--- config.mk ---
export PLATFORM = sky130hd
export DESIGN_NAME = fifo_sync_flex
export DESIGN_NICKNAME = d
export VERILOG_FILES = /design/src/rtl/fifo_pkg.sv /design/src/rtl/fifo_regfile.sv /design/src/rtl/fifo_sync_flex.sv
export SDC_FILE = /design/constraint.sdc
export NUM_CORES = 1
export LEC_CHECK = 0
export BUFFER_PORTS_ARGS = -buffer_cell sky130_fd_sc_hd__buf_4
export CAP_MARGIN = 25
export CORE_ASPECT_RATIO = 0.6
export CORE_MARGIN = 3
export CORE_UTILIZATION = 60
export CTS_CLUSTER_DIAMETER = 50
export DETAILED_ROUTE_END_ITERATION = 12
export PLACE_DENSITY = 0.75
export SLEW_MARGIN = 10
export SYNTH_ARGS = -nofsm -noshare
export SYNTH_HDL_FRONTEND = slang
export SYNTH_SLANG_ARGS = --single-unit
--- constraint.sdc ---
create_clock -name clk -period 5.58 [get_ports clk]
set_clock_uncertainty 0.05 [all_clocks]
set_input_delay 1.116 -clock clk [delete_from_list [all_inputs] [get_ports clk]]
set_output_delay 1.116 -clock clk [all_outputs]
set_load 0.02 [all_outputs]
--- src/rtl/fifo_pkg.sv ---
// Shared constants and sizing helpers for the flexible FIFO.
// Imported by the FIFO top and its storage sub-module.
package fifo_pkg;

  localparam int FIFO_MODE_STD  = 0;
  localparam int FIFO_MODE_FWFT = 1;

  function automatic int fifo_cw(input int depth);
    return $clog2(depth + 1);
  endfunction

endpackage

--- src/rtl/fifo_regfile.sv ---
// DATA_WIDTH x DEPTH register array for the FIFO.
// Synchronous write port, combinational read port, no reset.
module fifo_regfile
  import fifo_pkg::*;
#(
  parameter int DATA_WIDTH = 8,
  parameter int DEPTH      = 16,
  parameter int AW         = fifo_cw(DEPTH - 1)
) (
  input  logic                  clk,
  input  logic                  we,
  input  logic [AW-1:0]         waddr,
  input  logic [DATA_WIDTH-1:0] wdata,
  input  logic [AW-1:0]         raddr,
  output logic [DATA_WIDTH-1:0] rdata
);

  logic [DATA_WIDTH-1:0] mem [DEPTH];

  // store the incoming word at the write pointer
  always_ff @(posedge clk) begin
    if (we) mem[waddr] <= wdata;
  end

  assign rdata = mem[raddr];

endmodule

--- src/rtl/fifo_sync_flex.sv ---
// Single-clock FIFO: any depth, standard or FWFT read,
// thresholds, occupancy count and sticky error flags.
module fifo_sync_flex
  import fifo_pkg::*;
#(
  parameter int DATA_WIDTH = 8,
  parameter int DEPTH      = 16,
  parameter int FWFT       = FIFO_MODE_STD,
  parameter int AF_THRESH  = DEPTH - 2,
  parameter int AE_THRESH  = 2,
  parameter int CW         = fifo_cw(DEPTH)
) (
  input  logic                  clk,
  input  logic                  rst,
  input  logic                  wr_en,
  input  logic [DATA_WIDTH-1:0] din,
  input  logic                  rd_en,
  output logic [DATA_WIDTH-1:0] dout,
  output logic                  full,
  output logic                  empty,
  output logic                  almost_full,
  output logic                  almost_empty,
  output logic [CW-1:0]         count,
  output logic                  overflow,
  output logic                  underflow,
  input  logic                  clr_err
);

  localparam int PW = fifo_cw(DEPTH - 1);
  localparam logic [PW-1:0] LAST = PW'(DEPTH - 1);

  if (DEPTH < 2) begin : g_bad_depth
    $error("fifo_sync_flex: DEPTH must be >= 2");
  end
  if (AF_THRESH < 1 || AF_THRESH > DEPTH) begin : g_bad_af
    $error("fifo_sync_flex: AF_THRESH out of 1..DEPTH");
  end
  if (AE_THRESH < 0 || AE_THRESH > DEPTH - 1) begin : g_bad_ae
    $error("fifo_sync_flex: AE_THRESH out of 0..DEPTH-1");
  end

  logic [PW-1:0]         wr_ptr;
  logic [PW-1:0]         rd_ptr;
  logic                  rd_acc;
  logic                  wr_acc;
  logic [DATA_WIDTH-1:0] rdata;

  assign empty        = (count == '0);
  assign full         = (count == CW'(DEPTH));
  assign almost_full  = (count >= CW'(AF_THRESH));
  assign almost_empty = (count <= CW'(AE_THRESH));

  // a full FIFO still takes a write when a read frees a slot
  assign rd_acc = rd_en & ~empty;
  assign wr_acc = wr_en & (~full | rd_acc);

  fifo_regfile #(
    .DATA_WIDTH (DATA_WIDTH),
    .DEPTH      (DEPTH),
    .AW         (PW)
  ) u_regfile (
    .clk   (clk),
    .we    (wr_acc),
    .waddr (wr_ptr),
    .wdata (din),
    .raddr (rd_ptr),
    .rdata (rdata)
  );

  // pointers advance on accept and wrap explicitly at DEPTH-1
  always_ff @(posedge clk or posedge rst) begin
    if (rst) begin
      wr_ptr <= '0;
      rd_ptr <= '0;
    end else begin
      if (wr_acc)
        wr_ptr <= (wr_ptr == LAST) ? '0 : wr_ptr + PW'(1);
      if (rd_acc)
        rd_ptr <= (rd_ptr == LAST) ? '0 : rd_ptr + PW'(1);
    end
  end

  // occupancy tracks net accepted writes minus reads
  always_ff @(posedge clk or posedge rst) begin
    if (rst) begin
      count <= '0;
    end else begin
      unique case ({wr_acc, rd_acc})
        2'b10:   count <= count + CW'(1);
        2'b01:   count <= count - CW'(1);
        default: count <= count;
      endcase
    end
  end

  // sticky error flags; a new event beats a same-cycle clear
  always_ff @(posedge clk or posedge rst) begin
    if (rst) begin
      overflow  <= 1'b0;
      underflow <= 1'b0;
    end else begin
      if (wr_en & ~wr_acc)
        overflow <= 1'b1;
      else if (clr_err)
        overflow <= 1'b0;
      if (rd_en & ~rd_acc)
        underflow <= 1'b1;
      else if (clr_err)
        underflow <= 1'b0;
    end
  end

  if (FWFT == FIFO_MODE_FWFT) begin : g_fwft
    assign dout = rdata;
  end else begin : g_std
    logic [DATA_WIDTH-1:0] dout_q;

    // head word is captured on an accepted read, held otherwise
    always_ff @(posedge clk or posedge rst) begin
      if (rst)
        dout_q <= '0;
      else if (rd_acc)
        dout_q <= rdata;
    end

    assign dout = dout_q;
  end

endmodule

Yosys cells after proc, flatten, opt, wreduce, memory -nomap -nowiden
Memory sizes are Yosys's and may differ from the RTL's. A register that Yosys moved wholly into a read port is not among the register bits. Index checks and enable logic that the tools add are counted. Widths: inputs -> output; s select.

Register bits: 15. RAM bits: 128. Input bits: 13. Output and inout port bits: 19. Logic and storage cells: 38. Memories kept: 1.

Memories: u_regfile.mem (depth 16, width 8, read ports 1, clocked after memory_dff 1, wr ports 1, RTL line fifo_regfile.sv:18) `logic [DATA_WIDTH-1:0] mem [DEPTH];`.

Add/subtract/negate cells: 4. Order comparisons: 2. Equal/unequal tests: 5. Multiplexer cells: 8. Bitwise operators: 9. Reductions and logical operators: 4.

Operators with widths (count): $pmux 5 s2 (1); $add 4x1->4 const B (2); $eq 4x4->1 const B (2); $mux 4 (2); $reduce_bool 2->1 (3); $add 5x1->5 const B (1); $eq 5x5->1 const B (1); $ge 5x4->1 const B (1); $le 5x2->1 const B (1); $logic_not 5->1 (1); $mux 1 (5); $sub 5x1->5 const B (1); $and 1x1->1 (4); $not 1->1 (4); $eq 2x1->1 const B (1); $eq 2x2->1 const B (1); $or 1x1->1 (1).

Longest topological paths before layout
Depth after elaboration: 8. Gate-level depth with buffers: 12. Depth with buffers taken out: 12.

Modules after synthesis
A second synthesis with hierarchy kept.

Cell total of the unflattened synthesis: 349. Area, all modules: 6278.5 µm².

By module, submodules not included: fifo_regfile (instances 1, cells each 221, area an instance 4987.3 µm², sequential area each 3843.7 µm²); fifo_sync_flex (instances 1, cells each 128, area an instance 1291.2 µm², sequential area each 575.6 µm²).

Least setup slack after synthesis
OpenSTA, ideal clock, no wires.

Kind: input to register. Start point: in rd_en. End point: reg count[4]. Setup time: 131 ps. Arrival time: 2850 ps. Data required time: 5399 ps. Setup slack: 2549 ps. Stages: 10. Buffers on the path: 0. Cells stage by stage: o21a_1 -> inv_2 -> ha_1 -> inv_1 -> fa_1 -> nor2b_1 -> o21ai_1 -> nand3_1 -> or3b_1 -> xnor2_1.

Cells in the longest elaborated chain, start to end: 5. Elaborated cells on any way between the ends: 7. Classes of those cells: 2 x eq/ne; 1 x mux; 3 x bitwise; 1 x reduce/logical.

Ends and longest elaborated chain: start, declared (RTL line fifo_sync_flex.sv:17) `input logic rd_en,`; $and 1x1->1 * (RTL line fifo_sync_flex.sv:54) `assign rd_acc = rd_en & ~empty;`; $or 1x1->1 (RTL line fifo_sync_flex.sv:55) `assign wr_acc = wr_en & (~full | rd_acc);`; $and 1x1->1 (RTL line fifo_sync_flex.sv:55); $eq 2x1->1 or $eq 2x2->1 (tied branches) (RTL line fifo_sync_flex.sv:88) `unique case ({wr_acc, rd_acc})`; $pmux 5 s2 or $reduce_bool 2->1 (tied branches); end signal, assigned (RTL line fifo_sync_flex.sv:89) `2'b10: count <= count + CW'(1);`; end signal, assigned (RTL line fifo_sync_flex.sv:90) `2'b01: count <= count - CW'(1);`; end signal, assigned (RTL line fifo_sync_flex.sv:91) `default: count <= count;`; end, declared (RTL line fifo_sync_flex.sv:23) `output logic [CW-1:0] count,`.

Every way passes the cells marked *; elsewhere a longest branch is shown, timed or not. A chain may end at the register's enable or synchronous reset.

Worst setup path in the final report
Start point: reg count[3]. End point: reg count[4].

Cells in the longest elaborated chain, start to end: 7. Elaborated cells on any way between the ends: 13. Classes of those cells: 2 x add/sub; 3 x eq/ne; 1 x mux; 5 x bitwise; 2 x reduce/logical.

Ends and longest elaborated chain: $logic_not 5->1 * (RTL line fifo_sync_flex.sv:48) `assign empty = (count == '0);`; $not 1->1 * (RTL line fifo_sync_flex.sv:54); $and 1x1->1 * (RTL line fifo_sync_flex.sv:54); named net rd_acc (RTL line fifo_sync_flex.sv:44) `logic rd_acc;`; $or 1x1->1 (RTL line fifo_sync_flex.sv:55); $and 1x1->1 (RTL line fifo_sync_flex.sv:55); $eq 2x1->1 or $eq 2x2->1 (tied branches) (RTL line fifo_sync_flex.sv:88); $pmux 5 s2 or $reduce_bool 2->1 (tied branches).

Mark *: on every way through the listed nets, which the timed path passes. The rest lies on a longest branch.

==> run_summary.xml <==
<?xml version="1.0" encoding="UTF-8"?>
<metrics>
  <group name="outcome">
    <metric name="run_status" unit="">complete, no violations</metric>
  </group>
  <group name="synthesis">
    <metric name="postSynthCellCount" unit="">328</metric>
    <metric name="synth-async-reset-ratio" unit="">0.152</metric>
    <metric name="synthFlopType" unit="">sky130_fd_sc_hd__edfxtp_1</metric>
    <metric name="synthesized_area_divided_by_synthesized_cell_count" unit="sq um">18.7</metric>
    <metric name="number_of_enable_type_register_cells_in_the_synthesized_netlist" unit="">128</metric>
    <metric name="netlist-cell-type-count" unit="">41</metric>
    <metric name="sequential_element_share_of_the_synthesized_area" unit="">0.721</metric>
    <metric name="postSynthRegisterBits" unit="">151</metric>
    <metric name="synthesized_cell_area" unit="sq um">6130</metric>
    <metric name="ys_warn_count" unit="">0</metric>
    <metric name="postSynthNetCount" unit="">351</metric>
  </group>
  <group name="routing">
    <metric name="average_routed_wire_per_standard_cell" unit="um">22.5</metric>
    <metric name="drcViolationCount" unit="">0</metric>
    <metric name="drt-total-wl" unit="um">11600</metric>
    <metric name="route.antenna.remaining_nets" unit="">0</metric>
    <metric name="drtPass1Iterations" unit="">4</metric>
    <metric name="initialDrtViolationCount" unit="">297</metric>
    <metric name="via_per_inst" unit="">6.08</metric>
    <metric name="num_vias" unit="">3124</metric>
  </group>
  <group name="timing">
    <metric name="post_route_setup_tns" unit="ns">0</metric>
    <metric name="final.min_clock_period" unit="ns">2.98</metric>
    <metric name="max_freq" unit="MHz">335</metric>
    <metric name="relSlewSlack" unit="">0.337</metric>
    <metric name="worst-slew-pin-transition" unit="ns">0.991</metric>
    <metric name="timing.final.setup_violations" unit="">0</metric>
    <metric name="report.final.slew_viol_count" unit="">0</metric>
    <metric name="rsz0062_at_grt" unit="">no</metric>
    <metric name="finalHoldViolCount" unit="">0</metric>
    <metric name="finalCritPeriodShare" unit="">0.535</metric>
  </group>
  <group name="setup_path">
    <metric name="critical_path.endpoint_type" unit="">flip-flop</metric>
    <metric name="worst_ep_required_time" unit="ns">5.82</metric>
    <metric name="worst_path_arrival" unit="ns">3.23</metric>
    <metric name="critPathLaunchType" unit="">flip-flop</metric>
    <metric name="crit_type" unit="">flip-flop to flip-flop</metric>
    <metric name="timing.critical_path.fanout_max" unit="">12</metric>
    <metric name="regToRegSetupSlack" unit="ns">2.60</metric>
  </group>
  <group name="final_layout">
    <metric name="antenna_cells" unit="">0</metric>
    <metric name="layout-area-overhead-vs-synth" unit="%">14.9</metric>
    <metric name="most_frequent_cells_in_the_layout" unit="">sky130_fd_sc_hd__edfxtp_1 (128), sky130_fd_sc_hd__buf_4 (37), sky130_fd_sc_hd__mux4_2 (28), sky130_fd_sc_hd__nand2_1 (24), sky130_fd_sc_hd__dfrtp_1 (23)</metric>
    <metric name="design.final.nets" unit="">394</metric>
    <metric name="final_common_cell" unit="">sky130_fd_sc_hd__edfxtp_1</metric>
    <metric name="drive_above_1_share" unit="">0.271</metric>
    <metric name="utilization" unit="">0.737</metric>
  </group>
  <group name="clocking">
    <metric name="cts-hold-fix-buffers" unit="">0</metric>
    <metric name="clock_buffer_count_from_cts" unit="">17</metric>
    <metric name="clock-sinks" unit="">151</metric>
    <metric name="cts.repair_timing.setup_buffer_count" unit="">0</metric>
    <metric name="ctsLongestPathBuffers" unit="">2</metric>
    <metric name="cts_tree" unit="">done</metric>
    <metric name="clockRootBuffer" unit="">sky130_fd_sc_hd__clkbuf_16</metric>
    <metric name="htree_levels" unit="">4</metric>
    <metric name="clkLatencyLatePin" unit="ns">0.41</metric>
    <metric name="cts_resized" unit="">0</metric>
    <metric name="clkSlewWorstSetupHoldPaths" unit="ns">0.06</metric>
  </group>
  <group name="floorplanning">
    <metric name="die-area" unit="sq um">11500</metric>
    <metric name="num_io_pins" unit="">32</metric>
    <metric name="initial_util" unit="">0.641</metric>
    <metric name="die_w" unit="um">137</metric>
    <metric name="floorplan.rows" unit="">27</metric>
    <metric name="chipHeight" unit="um">84.3</metric>
    <metric name="floorplan.core_area" unit="sq um">9560</metric>
  </group>
  <group name="global_routing">
    <metric name="grt_usage" unit="">0.220</metric>
    <metric name="initial_antenna_violation_count" unit="">0</metric>
    <metric name="grt_first_pass_wirelength" unit="um">18200</metric>
    <metric name="first_global_vias" unit="">3196</metric>
    <metric name="final_global_route_overflow_total" unit="">0</metric>
    <metric name="grt_start_max_net_pins" unit="">37</metric>
  </group>
  <group name="place">
    <metric name="hpwlAfterDp" unit="um">7480</metric>
    <metric name="place_congestion" unit="">0.812</metric>
    <metric name="portBuffers" unit="">31</metric>
  </group>
  <group name="power_and_ir_drop">
    <metric name="pleak" unit="nW">2.50</metric>
    <metric name="max-vdd-ir-drop" unit="mV">0.550</metric>
    <metric name="power_density" unit="nW/um^2">514</metric>
  </group>
  <group name="flow_run">
    <metric name="timing.max_cap.violations" unit="">0</metric>
  </group>
  <group name="min_path">
    <metric name="timing.hold.worst.class" unit="">flip-flop to flip-flop</metric>
  </group>
</metrics>
==> area by class of cell <==
cell class	count	area [sq um]
fill	566	2510
inverter	13	51.3
timing repair buffer	39	310
multi-input combinational	149	1560
sequential	151	4420
tap	130	163
clock buffer	17	425
clock inverter	15	120
==> routing by layer <==
metal  wire length, um  global-route usage  vias to the layer above  share of wire
met5                 0                   0                        -              0
met4               181              0.0704                        0          0.016
li1                  -                   -                     1390              -
met2              5260               0.316                      103           0.45
met1              5500               0.334                     1615           0.48
met3               617              0.0599                       16          0.053
==> cells by family (layout without fill, tap and decap cells) <==
group,count (synthesis),count (layout),synth area share
muxes,47,47,0.144
adders and majority gates,10,10,0.0216
buffers and inverters,28,84,0.0251
and+or+nand+nor,56,56,0.0435
AOI/OAI and AO/OA,30,30,0.0359
xor gates and xnor gates,6,6,0.00857
DFF,151,151,0.721
==> state kept, by name, indices dropped and copies added, names as in the netlist <==
| register | flops |
|---|---|
| overflow | 1 |
| u_regfile.mem | 128 |
| wr_ptr | 4 |
| dout | 8 |
| underflow | 1 |
| count | 5 |
| rd_ptr | 4 |
==> per-stage QoR <==
| step | cells | cell area [sq um] | setup slack (ns) | hold slack [ns] | total power [mW] |
|---|---|---|---|---|---|
| after detailed placement | 481 | 6470 | 2.27 | 0.436 | 2.59 |
| after CTS | 513 | 7020 | 2.62 | 0.448 | 3.64 |
| after global placement | 480 | 6470 | 2.31 | 0.429 | 2.57 |
| after floorplan | 328 | 6130 | 2.55 | 0.520 | 2.29 |
| final | 514 | 7050 | 2.60 | 0.452 | 3.62 |
| after global routing | 514 | 7050 | 2.45 | 0.489 | 3.81 |
==> power by group <==
part	internal (mW)	leakage (nW)	switching, mW
logic	0.489	0.814	0.592
registers	1.39	1.44	0.112
clock network	0.578	0.252	0.461
==> critical path, stage by stage, from the launching register on <==
cell and delay (ns):
sky130_fd_sc_hd__dfrtp_1 0.47, sky130_fd_sc_hd__nor4_2 0.33, sky130_fd_sc_hd__and2_1 0.22, sky130_fd_sc_hd__nand2b_4 0.25, sky130_fd_sc_hd__inv_4 0.09, sky130_fd_sc_hd__ha_1 0.26
sky130_fd_sc_hd__ha_1 0.33, sky130_fd_sc_hd__nor2b_1 0.14, sky130_fd_sc_hd__o21ai_1 0.15, sky130_fd_sc_hd__a21oi_1 0.08, sky130_fd_sc_hd__or3b_1 0.36, sky130_fd_sc_hd__xnor2_1 0.13
==> cell usage after synthesis, types with 2 or more instances <==
cell type	count	area share
sky130_fd_sc_hd__nand3_1	4	0.0033
sky130_fd_sc_hd__nand2b_1	2	0.0020
sky130_fd_sc_hd__a311oi_1	2	0.0029
sky130_fd_sc_hd__buf_1	2	0.0012
sky130_fd_sc_hd__nor2b_1	2	0.0020
sky130_fd_sc_hd__inv_1	11	0.0067
sky130_fd_sc_hd__o221ai_1	7	0.010
sky130_fd_sc_hd__xor2_1	2	0.0029
sky130_fd_sc_hd__mux2i_1	15	0.024
sky130_fd_sc_hd__dfrtp_1	23	0.094
sky130_fd_sc_hd__nor2_1	13	0.0080
sky130_fd_sc_hd__buf_6	5	0.0092
sky130_fd_sc_hd__edfxtp_1	128	0.63
sky130_fd_sc_hd__mux4_2	28	0.10
sky130_fd_sc_hd__o21ai_1	6	0.0049
sky130_fd_sc_hd__a21o_1	3	0.0037
sky130_fd_sc_hd__a21oi_1	3	0.0024
sky130_fd_sc_hd__o21ai_0	3	0.0024
sky130_fd_sc_hd__nand2_1	24	0.015
sky130_fd_sc_hd__nor3_1	4	0.0033
sky130_fd_sc_hd__mux4_1	4	0.017
sky130_fd_sc_hd__buf_2	7	0.0057
sky130_fd_sc_hd__xnor2_1	4	0.0057
sky130_fd_sc_hd__ha_1	9	0.018
==> final timing paths <==
path	start	endpoint	depth (start not counted)
hold / removal	dout[4]	dout[4]	2
max in group asynchronous	rst	dout[7]	3
min in group asynchronous	rst	count[1]	2
setup / recovery	count[3]	count[4]	11
setup reg to reg	count[3]	count[4]	11
hold reg to reg	dout[4]	dout[4]	2
Note: power is estimated with default switching activity, not from simulation.
